===== src/rtl/poly1305_key_loader_if.sv =====
// rtl/poly1305_key_loader_if.sv - key word stream, key hand-off and status signals of the Poly1305 key loader
interface poly1305_key_loader_if;
  logic         start;
  logic         key_word_valid;
  logic [31:0]  key_word;
  logic         key_word_ready;
  logic         key_valid;
  logic         key_consume;
  logic [127:0] unclamped_r;
  logic [127:0] s;
  logic         busy;

  modport master (
    output start, key_word_valid, key_word, key_consume,
    input  key_word_ready, key_valid, unclamped_r, s, busy
  );

  modport slave (
    input  start, key_word_valid, key_word, key_consume,
    output key_word_ready, key_valid, unclamped_r, s, busy
  );
endinterface


===== src/rtl/poly1305_key_loader.sv =====
// rtl/poly1305_key_loader.sv - gathers the 256-bit one-time key into raw r and s halves and holds it until acknowledged
module poly1305_key_loader (
  input  logic                  clock,
  input  logic                  clear_n,
  poly1305_key_loader_if.slave  bus
);

  localparam int WORD_W    = 32;
  localparam int NUM_WORDS = 8;

  typedef enum logic [1:0] {IDLE, LOAD_R, LOAD_S, HOLD} state_t;

  state_t                                state_q, state_d;
  logic [1:0]                            cnt_q, cnt_d;
  logic [NUM_WORDS/2-1:0][WORD_W-1:0]    r_q, r_d;
  logic [NUM_WORDS/2-1:0][WORD_W-1:0]    s_q, s_d;
  logic                                  ready_q, ready_d;
  logic                                  key_valid_q, key_valid_d;
  logic                                  busy_q, busy_d;
  logic                                  xfer;

  // A word offered in the start cycle belongs to the abandoned key, so ready is
  // withheld for that one cycle; ready never depends on key_word_valid.
  assign bus.key_word_ready = ready_q & ~bus.start;
  assign xfer               = bus.key_word_valid & ready_q & ~bus.start;

  assign bus.key_valid   = key_valid_q;
  assign bus.busy        = busy_q;
  assign bus.unclamped_r = r_q;
  assign bus.s           = s_q;

  // Next-state, word placement and registered-output decode.
  always_comb begin
    state_d = state_q;
    cnt_d   = cnt_q;
    r_d     = r_q;
    s_d     = s_q;
    if (bus.start) begin
      state_d = LOAD_R;
      cnt_d   = 2'd0;
    end else begin
      case (state_q)
        LOAD_R: begin
          if (xfer) begin
            r_d[cnt_q] = bus.key_word;
            cnt_d      = cnt_q + 2'd1;
            if (cnt_q == 2'd3) state_d = LOAD_S;
          end
        end
        LOAD_S: begin
          if (xfer) begin
            s_d[cnt_q] = bus.key_word;
            cnt_d      = cnt_q + 2'd1;
            if (cnt_q == 2'd3) state_d = HOLD;
          end
        end
        HOLD: begin
          if (bus.key_consume) state_d = IDLE;
        end
        default: ;
      endcase
    end
    ready_d     = (state_d == LOAD_R) || (state_d == LOAD_S);
    busy_d      = ready_d;
    key_valid_d = (state_d == HOLD);
  end

  // State, counter, key halves and status flags.
  always_ff @(posedge clock or negedge clear_n) begin
    if (!clear_n) begin
      state_q     <= IDLE;
      cnt_q       <= 2'd0;
      r_q         <= '0;
      s_q         <= '0;
      ready_q     <= 1'b0;
      key_valid_q <= 1'b0;
      busy_q      <= 1'b0;
    end else begin
      state_q     <= state_d;
      cnt_q       <= cnt_d;
      r_q         <= r_d;
      s_q         <= s_d;
      ready_q     <= ready_d;
      key_valid_q <= key_valid_d;
      busy_q      <= busy_d;
    end
  end

endmodule


===== src/flat_wrapper.sv =====
// flat-port wrapper written by rule: the top's interface ports become plain ports
module poly1305_key_loader_flat 
  (clock, clear_n, bus_start, bus_key_word_valid, bus_key_word, bus_key_consume, bus_key_word_ready, bus_key_valid, bus_unclamped_r, bus_s, bus_busy);
  poly1305_key_loader_if bus_i ();
  input  logic clock;
  input  logic clear_n;
  input wire logic [$bits(bus_i.start)-1:0] bus_start;
  input wire logic [$bits(bus_i.key_word_valid)-1:0] bus_key_word_valid;
  input wire logic [$bits(bus_i.key_word)-1:0] bus_key_word;
  input wire logic [$bits(bus_i.key_consume)-1:0] bus_key_consume;
  output wire logic [$bits(bus_i.key_word_ready)-1:0] bus_key_word_ready;
  output wire logic [$bits(bus_i.key_valid)-1:0] bus_key_valid;
  output wire logic [$bits(bus_i.unclamped_r)-1:0] bus_unclamped_r;
  output wire logic [$bits(bus_i.s)-1:0] bus_s;
  output wire logic [$bits(bus_i.busy)-1:0] bus_busy;
  assign bus_i.start = bus_start;
  assign bus_i.key_word_valid = bus_key_word_valid;
  assign bus_i.key_word = bus_key_word;
  assign bus_i.key_consume = bus_key_consume;
  assign bus_key_word_ready = bus_i.key_word_ready;
  assign bus_key_valid = bus_i.key_valid;
  assign bus_unclamped_r = bus_i.unclamped_r;
  assign bus_s = bus_i.s;
  assign bus_busy = bus_i.busy;
  poly1305_key_loader u_core (.clock(clock), .clear_n(clear_n), .bus(bus_i));
endmodule

===== config.mk =====
export PLATFORM = sky130hd
export DESIGN_NAME = poly1305_key_loader_flat
export DESIGN_NICKNAME = d
export VERILOG_FILES = /design/src/rtl/poly1305_key_loader_if.sv /design/src/rtl/poly1305_key_loader.sv /design/src/flat_wrapper.sv
export SDC_FILE = /design/constraint.sdc
export NUM_CORES = 1
export LEC_CHECK = 0
export ABC_CLOCK_PERIOD_IN_PS = 2800
export CORE_MARGIN = 3
export CORE_UTILIZATION = 51
export DETAILED_ROUTE_END_ITERATION = 7
export PLACE_DENSITY = 0.86
export SLEW_MARGIN = 20
export SYNTH_ARGS = -nofsm -noshare
export SYNTH_HDL_FRONTEND = slang
export SYNTH_SLANG_ARGS = --single-unit

===== constraint.sdc =====
create_clock -name clock -period 2.8 [get_ports clock]
set_clock_uncertainty 0.15 [all_clocks]
set_input_delay 0.28 -clock clock [delete_from_list [all_inputs] [get_ports clock]]
set_output_delay 0.28 -clock clock [all_outputs]
set_load 0.02 [all_outputs]

# After elaboration in Yosys (flattened, before gate mapping)
# Cells that the tools add are included.
[op_classes] bitwise_logic=4 n_shift=0 div_mod_pow=0 n_eq_ne=7 n_addsub=1 n_mul=0 mux=14 magnitude_cmp=2 reduce_logical=8
[op_table] operator="bitwise mux 128 bit" n=2
[op_table] operator="demux 32 bit (select 2 bit)" n=1
[op_table] operator="2-to-1 mux 32 bit" n=1
[op_table] operator="2-to-1 mux 2 bit" n=9
[op_table] operator="equality test 2 bit, second input constant" n=5
[op_table] operator="one-hot mux 2 bit (3 select lines)" n=1
[op_table] operator="AND reduction 3 bit" n=2
[op_table] operator="equality test 2 x 1 -> 1 bit, second input constant" n=2
[op_table] operator="nonzero test 2 bit" n=2
[op_table] operator="AND 1 bit" n=3
[op_table] operator="less-than comparator 2 x 3 -> 1 bit, second input constant" n=1
[op_table] operator="adder 2 x 1 -> 2 bit, second input constant" n=1
[op_table] operator="greater-or-equal comparator 2 x 1 -> 1 bit, second input constant" n=1
[op_table] operator="AND reduction 2 bit" n=1
[op_table] operator="OR reduction 2 bit" n=1
[op_table] operator="logical AND 1 bit" n=1
[op_table] operator="logical OR 1 bit" n=1
[op_table] operator="NOT 1 bit" n=1
[totals] in_bits=37 mem_count=0 ff_bits=262 latch_bits=0 rom_bits=0 word_cells=48 mem_bits_rw=0

# Logic depth before layout (Yosys ltp)
# Gate-level depths: netlist of run 1.
[logic_depth] ltp_word=7 mapped_depth=6 depth_no_buf=6

# Least setup slack after synthesis of run 1
# OpenSTA, ideal clock, no wires.
[synth_timing] path_kind="reg2reg" start="register u_core.state_q[0]" end="register u_core.s_q, in the netlist u_core.bus.s[100]" setup_time_ns=0.125 slack_ns=0.900 synth_period_minus_slack_ns=1.900 path_stages_with_launch=7 t_arrival_ns=1.625 n_path_buf=1 t_required_ns=2.525 cell_sequence="dfrtp_1 inv_1 ha_1 nand3_1 nor2_2 buf_2 mux2_2"
[synth_between] elab_chain_len=2
[synth_rtl] item="from (decl)" line_no="poly1305_key_loader.sv:13" source="state_t state_q, state_d;"
[synth_rtl] item="from (signal assigned)" line_no="poly1305_key_loader.sv:79" source="state_q <= state_d;"
[synth_rtl] item="equality test 2 bit" line_no="poly1305_key_loader.sv:42" source="case (state_q)"
[synth_rtl] item="AND reduction 3 bit (no line)"
[synth_rtl] item="to (signal assigned)" line_no="poly1305_key_loader.sv:74" source="s_q <= '0;"
[synth_rtl] item="to (signal assigned)" line_no="poly1305_key_loader.sv:82" source="s_q <= s_d;"
[synth_rtl] item="to (decl)" line_no="poly1305_key_loader.sv:16" source="logic [NUM_WORDS/2-1:0][WORD_W-1:0] s_q, s_d;"
# Every way passes these cells.
# A chain may end at the register's enable or synchronous reset.

# Worst setup path after layout of run 1
[layout_timing] start="register u_core.state_q[1]" end="register u_core.r_q, in the netlist u_core.bus.unclamped_r[104]"
[layout_between] elab_chain_len=2
[layout_rtl] item="equality test 2 x 1 -> 1 bit" line_no="poly1305_key_loader.sv:42"
[layout_rtl] item="AND reduction 3 bit (no line)"
[layout_rtl] item="to (signal assigned)" line_no="poly1305_key_loader.sv:81" source="r_q <= r_d;"
[layout_rtl] item="to (decl)" line_no="poly1305_key_loader.sv:15" source="logic [NUM_WORDS/2-1:0][WORD_W-1:0] r_q, r_d;"
# Every way passes these cells.

==> results of run 1 <==
-- power breakdown --
| group | switching, mW | total, mW | internal (mW) |
|---|---|---|---|
| registers | 0.516 | 5.24 | 4.72 |
| logic | 2.25 | 4.59 | 2.35 |
| clock network | 1.43 | 3.71 | 2.28 |
| total | 4.19 | 13.5 | 9.35 |
-- worst max-delay path, cell delays in order (launching register included) --
cell and delay, ns:
dfrtp_1 0.42, inv_1 0.09, ha_1 0.27, nand3_1 0.30
nor2_4 0.19, buf_4 0.38, mux2_2 0.40
-- kinds of logic (layout without fill, tap and decap cells) --
| family | count (synthesis) | after routing | share of synthesized area |
|---|---|---|---|
| buffers and inverters | 29 | 370 | 0.0157 |
| adder cells (fa/ha/maj) | 9 | 9 | 0.0114 |
| AO/OA/AOI/OAI | 6 | 6 | 0.00480 |
| flip-flops | 262 | 262 | 0.662 |
| multiplexers | 257 | 257 | 0.292 |
| XOR/XNOR | 1 | 1 | 0.000884 |
| AND/OR/NAND/NOR | 22 | 22 | 0.0136 |
-- cell type report --
type | count | share of cell area
multi-input combinational | 295 | 0.227
tap | 260 | 0.0229
clock buffer | 41 | 0.0575
inverter | 4 | 0.00106
clock inverter | 9 | 0.00871
sequential | 262 | 0.461
timing repair buffer | 316 | 0.222
-- registers in the layout (all words and copies together) (netlist names) --
| name | flops |
|---|---|
| u_core.cnt_q | 2 |
| u_core.bus.key_valid | 1 |
| u_core.ready_q | 1 |
| u_core.state_q | 2 |
| u_core.bus.s | 128 |
| u_core.bus.unclamped_r | 128 |
-- layer usage --
layer | share of wire | vias up | track usage
li1 | - | 2718 | -
met5 | 0 | - | 0
met2 | 0.51 | 224 | 0.420
met4 | 0.038 | 0 | 0.0878
met3 | 0.070 | 49 | 0.0688
met1 | 0.39 | 3162 | 0.290
-- cell usage in the layout, fill, tap and decap left out, drive strengths merged, types with 2 or more instances in the layout --
cell             n
buf             21
and4b            2
nand3            3
clkinv           5
clkbuf          41
nor2             8
dfrtp          262
inv              5
nand2            2
bufinv           3
a211o            2
nor2b            2
clkdlybuf4s50  294
nand2b           3
ha               9
mux2           256
-- metrics by stage --
stage          hold WS [ns]  utilization  std cells
2_1_floorplan        -0.166            -        586
3_3_place_gp          0.126        0.703       1136
3_5_place_dp          0.137        0.703       1136
4_1_cts               0.174        0.753       1187
5_1_grt               0.194        0.753       1187
6_report              0.150        0.753       1187
-- worst max path at each step --
stage / slack, ns / end / depth (start not counted) / start
4_1_cts: 0.51 / u_core.bus.unclamped_r[104] / 6 / u_core.state_q[1]
3_5_place_dp: 0.41 / u_core.ready_q / 5 / bus_start
3_3_place_gp: 0.43 / u_core.ready_q / 5 / bus_start
6_report: 0.49 / u_core.bus.unclamped_r[104] / 6 / u_core.state_q[1]
5_1_grt: 0.39 / u_core.bus.unclamped_r[116] / 6 / u_core.state_q[1]
2_1_floorplan: 0.90 / u_core.bus.s[100] / 6 / u_core.state_q[0]
-- what timing repair did --
action	CTS	global route
hold buffers	1	0
endpoints found under the hold margin	70	0
buffers inserted	0	0
resized for setup	0	0
==> results.json, run 1 <==
{
  "synth_area_um2": 9910,
  "path_clk_slew_ns": 0.06,
  "die_area_um2": 21100,
  "crit_fanout": 21,
  "slew-limit-headroom": 0.616,
  "diodes": 0,
  "hold_viol_final": 0,
  "worst_slew_pin_slew_ns": 0.576,
  "clock_path_buffers": 3,
  "fin_crit_sh": 0.824,
  "totalWireLength_um": 25900,
  "seq_area_um2": 6560,
  "start_kind": "flip-flop",
  "grt-ovfl-total": 0,
  "die_w_um": 145,
  "fin_nets": 952,
  "rows": 50,
  "route.vias.total": 6153,
  "r2r-start": "u_core.state_q[1]",
  "synth_commonest_cells": "dfrtp_1 (262), mux2_2 (187), mux2_1 (69)",
  "r2r_cells": 6,
  "wl_per_cell_um": 21.9,
  "syn2layout_area_growth_pct": 43.6,
  "vdd_drop_max_mv": 0.802,
  "worstPathRequired_ns": 3.07,
  "drv_slew": 0,
  "setup_violations": 0,
  "yosysTopAreaCellShare": 0.662,
  "layout-drive-gt1-share": 0.282,
  "syn_nets": 632,
  "drc": 0,
  "first_pass_iters": 4,
  "max_freq_mhz": 433,
  "cp.arrival_ns": 2.57,
  "grt_pass1_wl_um": 40300,
  "holdCritPathClass": "input pin to async pin",
  "synth_most_common_cell": "dfrtp_1",
  "dp_hpwl_um": 17700,
  "fillCellCount": 1198,
  "core_area_um2": 18900,
  "synth_top_area_cell": "dfrtp_1",
  "ys_seq_area_frac": 0.662,
  "multiInputGateArea_um2": 3230,
  "synth.distinct_cells": 23,
  "rsz0062_at_grt": "false",
  "ys_ff_latch": 262,
  "die_h_um": 145,
  "drtAntennaViolNets": 0,
  "numCtsBuffers": 27,
  "power_mw": 13.5,
  "cts_sinks": 262,
  "grt_pass1_vias": 6670,
  "cts-root-buf": "clkbuf_16",
  "groute.usage.overall": 0.242,
  "synthFlopType": "dfrtp_1",
  "routabilityCongestion": 0.776,
  "grt_max_degree": 79,
  "critical_path_class": "flip-flop to flip-flop",
  "synth_edf_count": 0,
  "cts_tree": "yes",
  "regToRegSetupSlack_ns": 0.49,
  "status": "finished, final reports clean",
  "fin_area_um2": 14200,
  "synth_area_leaders": "dfrtp_1 (66%), mux2_2 (21%), mux2_1 (7.8%)",
  "drt_iter0_drc": 196,
  "min_period_ns": 2.31,
  "numPortBuffers": 295,
  "cts_max_level": 1,
  "setup_ws_ns": 0.493,
  "dp_slack_ns": 0.413,
  "p_per_area_nw_per_um2": 952,
  "grt_antenna_before_repair": 0,
  "vias_per_cell": 5.18,
  "maxCapViolations": 0,
  "async_flop_share": 1.00,
  "place_area_um2": 13300,
  "avgSynthCellArea_um2": 16.9,
  "pin_count": 296,
  "end_kind": "flip-flop",
  "start_util": 0.524,
  "synthCells": 586,
  "power.leakage_nw": 6.60,
  "yosysWarnings": 0,
  "setup_tns_ns": 0,
  "clk_latency_ns": 0.52,
  "reg2reg_to": "u_core.bus.unclamped_r[104]"
}
Note: power is estimated with default switching activity, not from simulation.
==> run 2, diff against run 1 <==
- ABC_CLOCK_PERIOD_IN_PS: 2800 -> 2100
- CORE_UTILIZATION: 51 -> 43
- PLACE_DENSITY: 0.86 -> 0.77
- clock period: 2.8 -> 2.1 ns (I/O delays scaled with it)
==> run 2 against run 1 <==
  * Sequential share of layout area shrank 0.85 points
  * Highest routed layer unchanged
  * Critical path depth shrank 5
  * Core utilization shrank 10 points
  * Global-route usage shrank 3.5 points
==> results.json, run 2 (synthesis results as in run 1) <==
{
  "status": "finished, final reports clean",
  "die_h_um": 158,
  "reg2reg_to": "u_core.ready_q",
  "end_kind": "primary output",
  "drtAntennaViolNets": 0,
  "cp.arrival_ns": 1.67,
  "rows": 54,
  "core_area_um2": 22200,
  "min_period_ns": 2.03,
  "worstPathRequired_ns": 1.74,
  "drc": 0,
  "syn2layout_area_growth_pct": 46.3,
  "maxCapViolations": 0,
  "fillCellCount": 1587,
  "wl_met3_um": 2230,
  "regToRegSetupSlack_ns": 0.08,
  "worst_slew_pin_slew_ns": 0.473,
  "cts_tree": "yes",
  "cpPeakStageDelay_ns": 0.68,
  "die_area_um2": 24900,
  "final_common_cell": "clkdlybuf4s50_1",
  "grt_pass1_wl_um": 39900,
  "power.leakage_nw": 6.68,
  "critPathTopFamily": "buffers and inverters",
  "grt_max_degree": 58,
  "cp_num_buf_inv": 1,
  "wl_per_cell_um": 21.3,
  "groute.usage.overall": 0.207,
  "routabilityCongestion": 0.764,
  "setup_violations": 0,
  "dp_hpwl_um": 18000,
  "totalWireLength_um": 25800,
  "fin_util": 0.652,
  "wl_met2_um": 12600,
  "cp_slowest_cell": "clkdlybuf4s50_1",
  "most-common-layout-cells": "clkdlybuf4s50_1 (293), dfrtp_1 (261), mux2_2 (187)",
  "place_inst": 1162,
  "critical_path_class": "flip-flop to primary output",
  "fin_nets": 958,
  "cts-root-buf": "clkbuf_16",
  "drv_slew": 0,
  "fin_crit_sh": 0.965,
  "dp_slack_ns": -0.00918,
  "diodes": 0,
  "die_w_um": 158,
  "rsz0062_at_grt": "true",
  "numCtsBuffers": 27,
  "holdCritPathClass": "input pin to async pin",
  "grt-ovfl-total": 0,
  "route.vias.total": 6116,
  "crit_chain": "clkdlybuf4s50_1",
  "p_per_area_nw_per_um2": 1250,
  "layout-drive-gt1-share": 0.288,
  "path_clk_slew_ns": 0.06,
  "vias_per_cell": 5.05,
  "grt_pass1_vias": 6545,
  "crit_fanout": 8,
  "cts_max_level": 1,
  "vdd_drop_max_mv": 0.941,
  "pin_count": 296,
  "met1_length_um": 10600,
  "slew-limit-headroom": 0.684,
  "clock_path_buffers": 3,
  "r2r_cells": 5,
  "clk_latency_ns": 0.52,
  "r2r-start": "u_core.cnt_q[1]",
  "numPortBuffers": 295,
  "first_pass_iters": 4,
  "drt_iter0_drc": 170,
  "max_freq_mhz": 494,
  "setup_ws_ns": 0.0740,
  "start_util": 0.446,
  "grt_antenna_before_repair": 0,
  "cts_sinks": 262,
  "fin_cells": 1210,
  "start_kind": "flip-flop",
  "highest_layer": "met4",
  "hold_viol_final": 0
}
run 2: how the worst max path moves through the flow:
stage,from,to,slack (ns),cells after the start
6_report,u_core.ready_q,bus_busy,0.07,1
2_1_floorplan,u_core.state_q[0],u_core.bus.s[100],0.20,6
3_3_place_gp,bus_key_word_valid,u_core.ready_q,0.02,5
5_1_grt,u_core.state_q[0],u_core.ready_q,-0.001,6
3_5_place_dp,bus_key_word_valid,u_core.ready_q,-0.009,5
4_1_cts,u_core.ready_q,bus_busy,0.05,1
run 2: final cells by class:
type	instances	area [um^2]	share of cell area
flip-flops and latches	262	6560	0.452
repair buffers	322	3410	0.235
multi-input cells	295	3230	0.223
clock buffers	39	811	0.0559
well taps	280	350	0.0242
clock inverters	8	118	0.00811
inverters	4	15.0	0.00104
run 2: layer usage:
metal | up-vias | GRT usage
met5 | - | 0
met3 | 37 | 0.0678
li1 | 2725 | -
met4 | 0 | 0.0426
met2 | 206 | 0.348
met1 | 3148 | 0.265
run 2: what timing repair did:
item | 4_1_cts | 5_1_grt
gates resized for setup | 1 | 2
endpoints found under the setup margin | 1 | 80
hold buffers | 1 | 0
setup buffers | 0 | 0
endpoints found under the hold margin | 262 | 0
run 2: power by group:
part	switching (mW)	internal, mW
logic	3.04	3.18
registers	0.669	6.30
clock network	1.89	3.02
total	5.60	12.5
run 2: per-stage QoR:
stage	area, um^2	TNS [ns]	hold WS, ns	total power, mW
finish	14500	0	0.0677	18.1
global route	14500	-0.00286	0.0949	19.0
CTS	14500	0	0.0682	18.3
detailed placement	13600	-0.0213	0.0183	13.3
global placement	13600	0	0.0162	13.2
floorplan	9910	0	-0.236	9.88
==> run 3, diff against run 2 <==
- ABC_CLOCK_PERIOD_IN_PS: 2100 -> 1900
- CORE_UTILIZATION: 43 -> 47
- PLACE_DENSITY: 0.77 -> 0.8
- clock period: 2.1 -> 1.9 ns (I/O delays scaled with it)
==> run 3 against run 2 <==
  * The flow now finishes with violations (setup timing)
  * Worst setup slack lost 0.24 ns
  * Critical path depth grew 6
  * Sequential power grew 12%
  * Count of clock-buffer cells in the layout is the same
  * Die area shrank 8.2%
  * Total power grew 17%
  * Hold slack lost 0.065 ns
  * Global-route usage grew 2.2 points
  * Combinational power grew 33%
  * Critical endpoint is now u_core.ready_q
  * Largest cell class unchanged
  * Highest routed layer unchanged
==> results.json, run 3 (synthesis results as in run 1) <==
{
  "path_clk_slew_ns": 0.06,
  "holdWs_ns": 0.00298,
  "core_area_um2": 20500,
  "worstPathRequired_ns": 2.15,
  "power.leakage_nw": 7.58,
  "final_common_cell": "clkdlybuf4s50_1",
  "slew-limit-headroom": 0.732,
  "critPathTopFamily": "adder cells",
  "setup_violations": 215,
  "die_w_um": 151,
  "pin_count": 296,
  "grt-ovfl-total": 0,
  "regToRegSetupSlack_ns": -0.17,
  "grt.busiest_layer": "met2",
  "clock_path_buffers": 3,
  "clk_latency_ns": 0.52,
  "setup_ws_ns": -0.168,
  "grt_util_met1": 0.290,
  "start_util": 0.483,
  "diodes": 0,
  "holdCritPathClass": "input pin to async pin",
  "cp_slowest_cell": "dfrtp_2",
  "hold_viol_final": 0,
  "fin_crit_sh": 1.09,
  "crit_chain": "inv_2 -> ha_1 -> buf_4 -> and4b_1 -> o21ai_0 -> a21oi_1 -> ha_2",
  "numPortBuffers": 295,
  "min_period_ns": 2.07,
  "drv_slew": 0,
  "cts_sinks": 262,
  "syn2layout_area_growth_pct": 60.8,
  "layout-drive-gt1-share": 0.399,
  "rsz0062_at_grt": "true",
  "worst_slew_pin_slew_ns": 0.402,
  "use_met2": 0.394,
  "cp.arrival_ns": 2.32,
  "critical_path_class": "flip-flop to flip-flop",
  "reg2reg_to": "u_core.ready_q",
  "numCtsBuffers": 27,
  "max_freq_mhz": 484,
  "cts-root-buf": "clkbuf_16",
  "gr-usage-met3": 0.0625,
  "grt_pass1_wl_um": 40200,
  "rows": 52,
  "wl_per_cell_um": 25.5,
  "start_kind": "flip-flop",
  "r2r_cells": 7,
  "totalWireLength_um": 31700,
  "most-common-layout-cells": "clkdlybuf4s50_1 (283), dfrtp_1 (260), mux2_4 (160)",
  "grt_pass1_vias": 6809,
  "violations": "setup timing",
  "p_per_area_nw_per_um2": 1330,
  "routabilityCongestion": 0.807,
  "cts_max_level": 1,
  "status": "finished, violations left",
  "cts_tree": "yes",
  "vias_per_cell": 5.28,
  "route.vias.total": 6565,
  "end_kind": "flip-flop",
  "grt_antenna_before_repair": 0,
  "drtAntennaViolNets": 0,
  "fin_nets": 1003,
  "r2r-start": "u_core.state_q[1]",
  "cpPeakStageDelay_ns": 0.44,
  "place_inst": 1164,
  "drt_iter0_drc": 208,
  "crit_fanout": 4,
  "vdd_drop_max_mv": 1.07,
  "dp_hpwl_um": 17600,
  "groute.usage.overall": 0.229,
  "cp_num_buf_inv": 2,
  "die_h_um": 151,
  "die_area_um2": 22900,
  "drc": 0,
  "maxCapViolations": 0,
  "first_pass_iters": 4,
  "fin_cells": 1243,
  "grt_max_degree": 53
}
-- run 3: cell types whose count changed in the layout (fill, tap and decap cells not counted), moves of 7 or more --
cell / before / now
buf_4: 6 / 19
buf_6: 0 / 7
clkbuf_16: 27 / 44
clkdlybuf4s50_1: 293 / 283
dlymetal6s2s_1: 0 / 9
mux2_1: 69 / 6
mux2_2: 187 / 90
mux2_4: 0 / 160
-- run 3: worst max-delay path by stage --
stage / start / endpoint / slack, ns / cells past startpoint
after floorplan: u_core.state_q[0] / u_core.bus.s[100] / 0.0001 / 6
after global placement: bus_key_word_valid / u_core.ready_q / -0.25 / 5
final: u_core.state_q[1] / u_core.ready_q / -0.17 / 7
after detailed placement: bus_key_word_valid / u_core.ready_q / -0.29 / 5
after CTS: u_core.state_q[0] / u_core.ready_q / -0.11 / 6
after global routing: u_core.state_q[1] / u_core.ready_q / -0.26 / 7
-- run 3: where the power goes --
| group | internal (mW) | switching (mW) | leakage, nW |
|---|---|---|---|
| clock network | 2.99 | 2.10 | 0.423 |
| registers | 6.96 | 0.821 | 3.48 |
| logic | 4.60 | 3.68 | 3.68 |
-- run 3: layer usage --
layer  wire length [um]  vias to the layer above
met4                860                        0
met2              15600                      253
met3               2260                       52
met1              12900                     3434
li1                   -                     2826
met5                  0                        -
-- run 3: metrics by stage --
stage / total power, mW / setup slack [ns] / utilization / area [um^2] / setup TNS [ns]
final: 21.2 / -0.168 / 0.777 / 15900 / -11.73
after global routing: 22.0 / -0.262 / 0.777 / 15900 / -25.25
after CTS: 19.9 / -0.112 / 0.714 / 14600 / -10.18
after detailed placement: 14.7 / -0.286 / 0.663 / 13600 / -34.96
after global placement: 14.5 / -0.249 / 0.663 / 13600 / -29.68
after floorplan: 10.9 / 0.000117 / - / 9910 / 0
-- run 3: what timing repair did --
action | 4_1_cts | 5_1_grt
endpoints found under the hold margin | 262 | 0
cloned | 3 | 18
hold buffers | 1 | 0
gates resized for setup | 22 | 207
pin swaps | 3 | 10
setup endpoints to repair | 196 | 267
setup buffers | 5 | 10
-- run 3: area by class of cell --
type	count	area (um^2)
tap	270	338
multi-input combinational	295	3950
inverter	4	17.5
fill	1175	4570
clock buffer	39	791
sequential	262	6560
timing repair buffer	367	4220
clock inverter	6	55.1
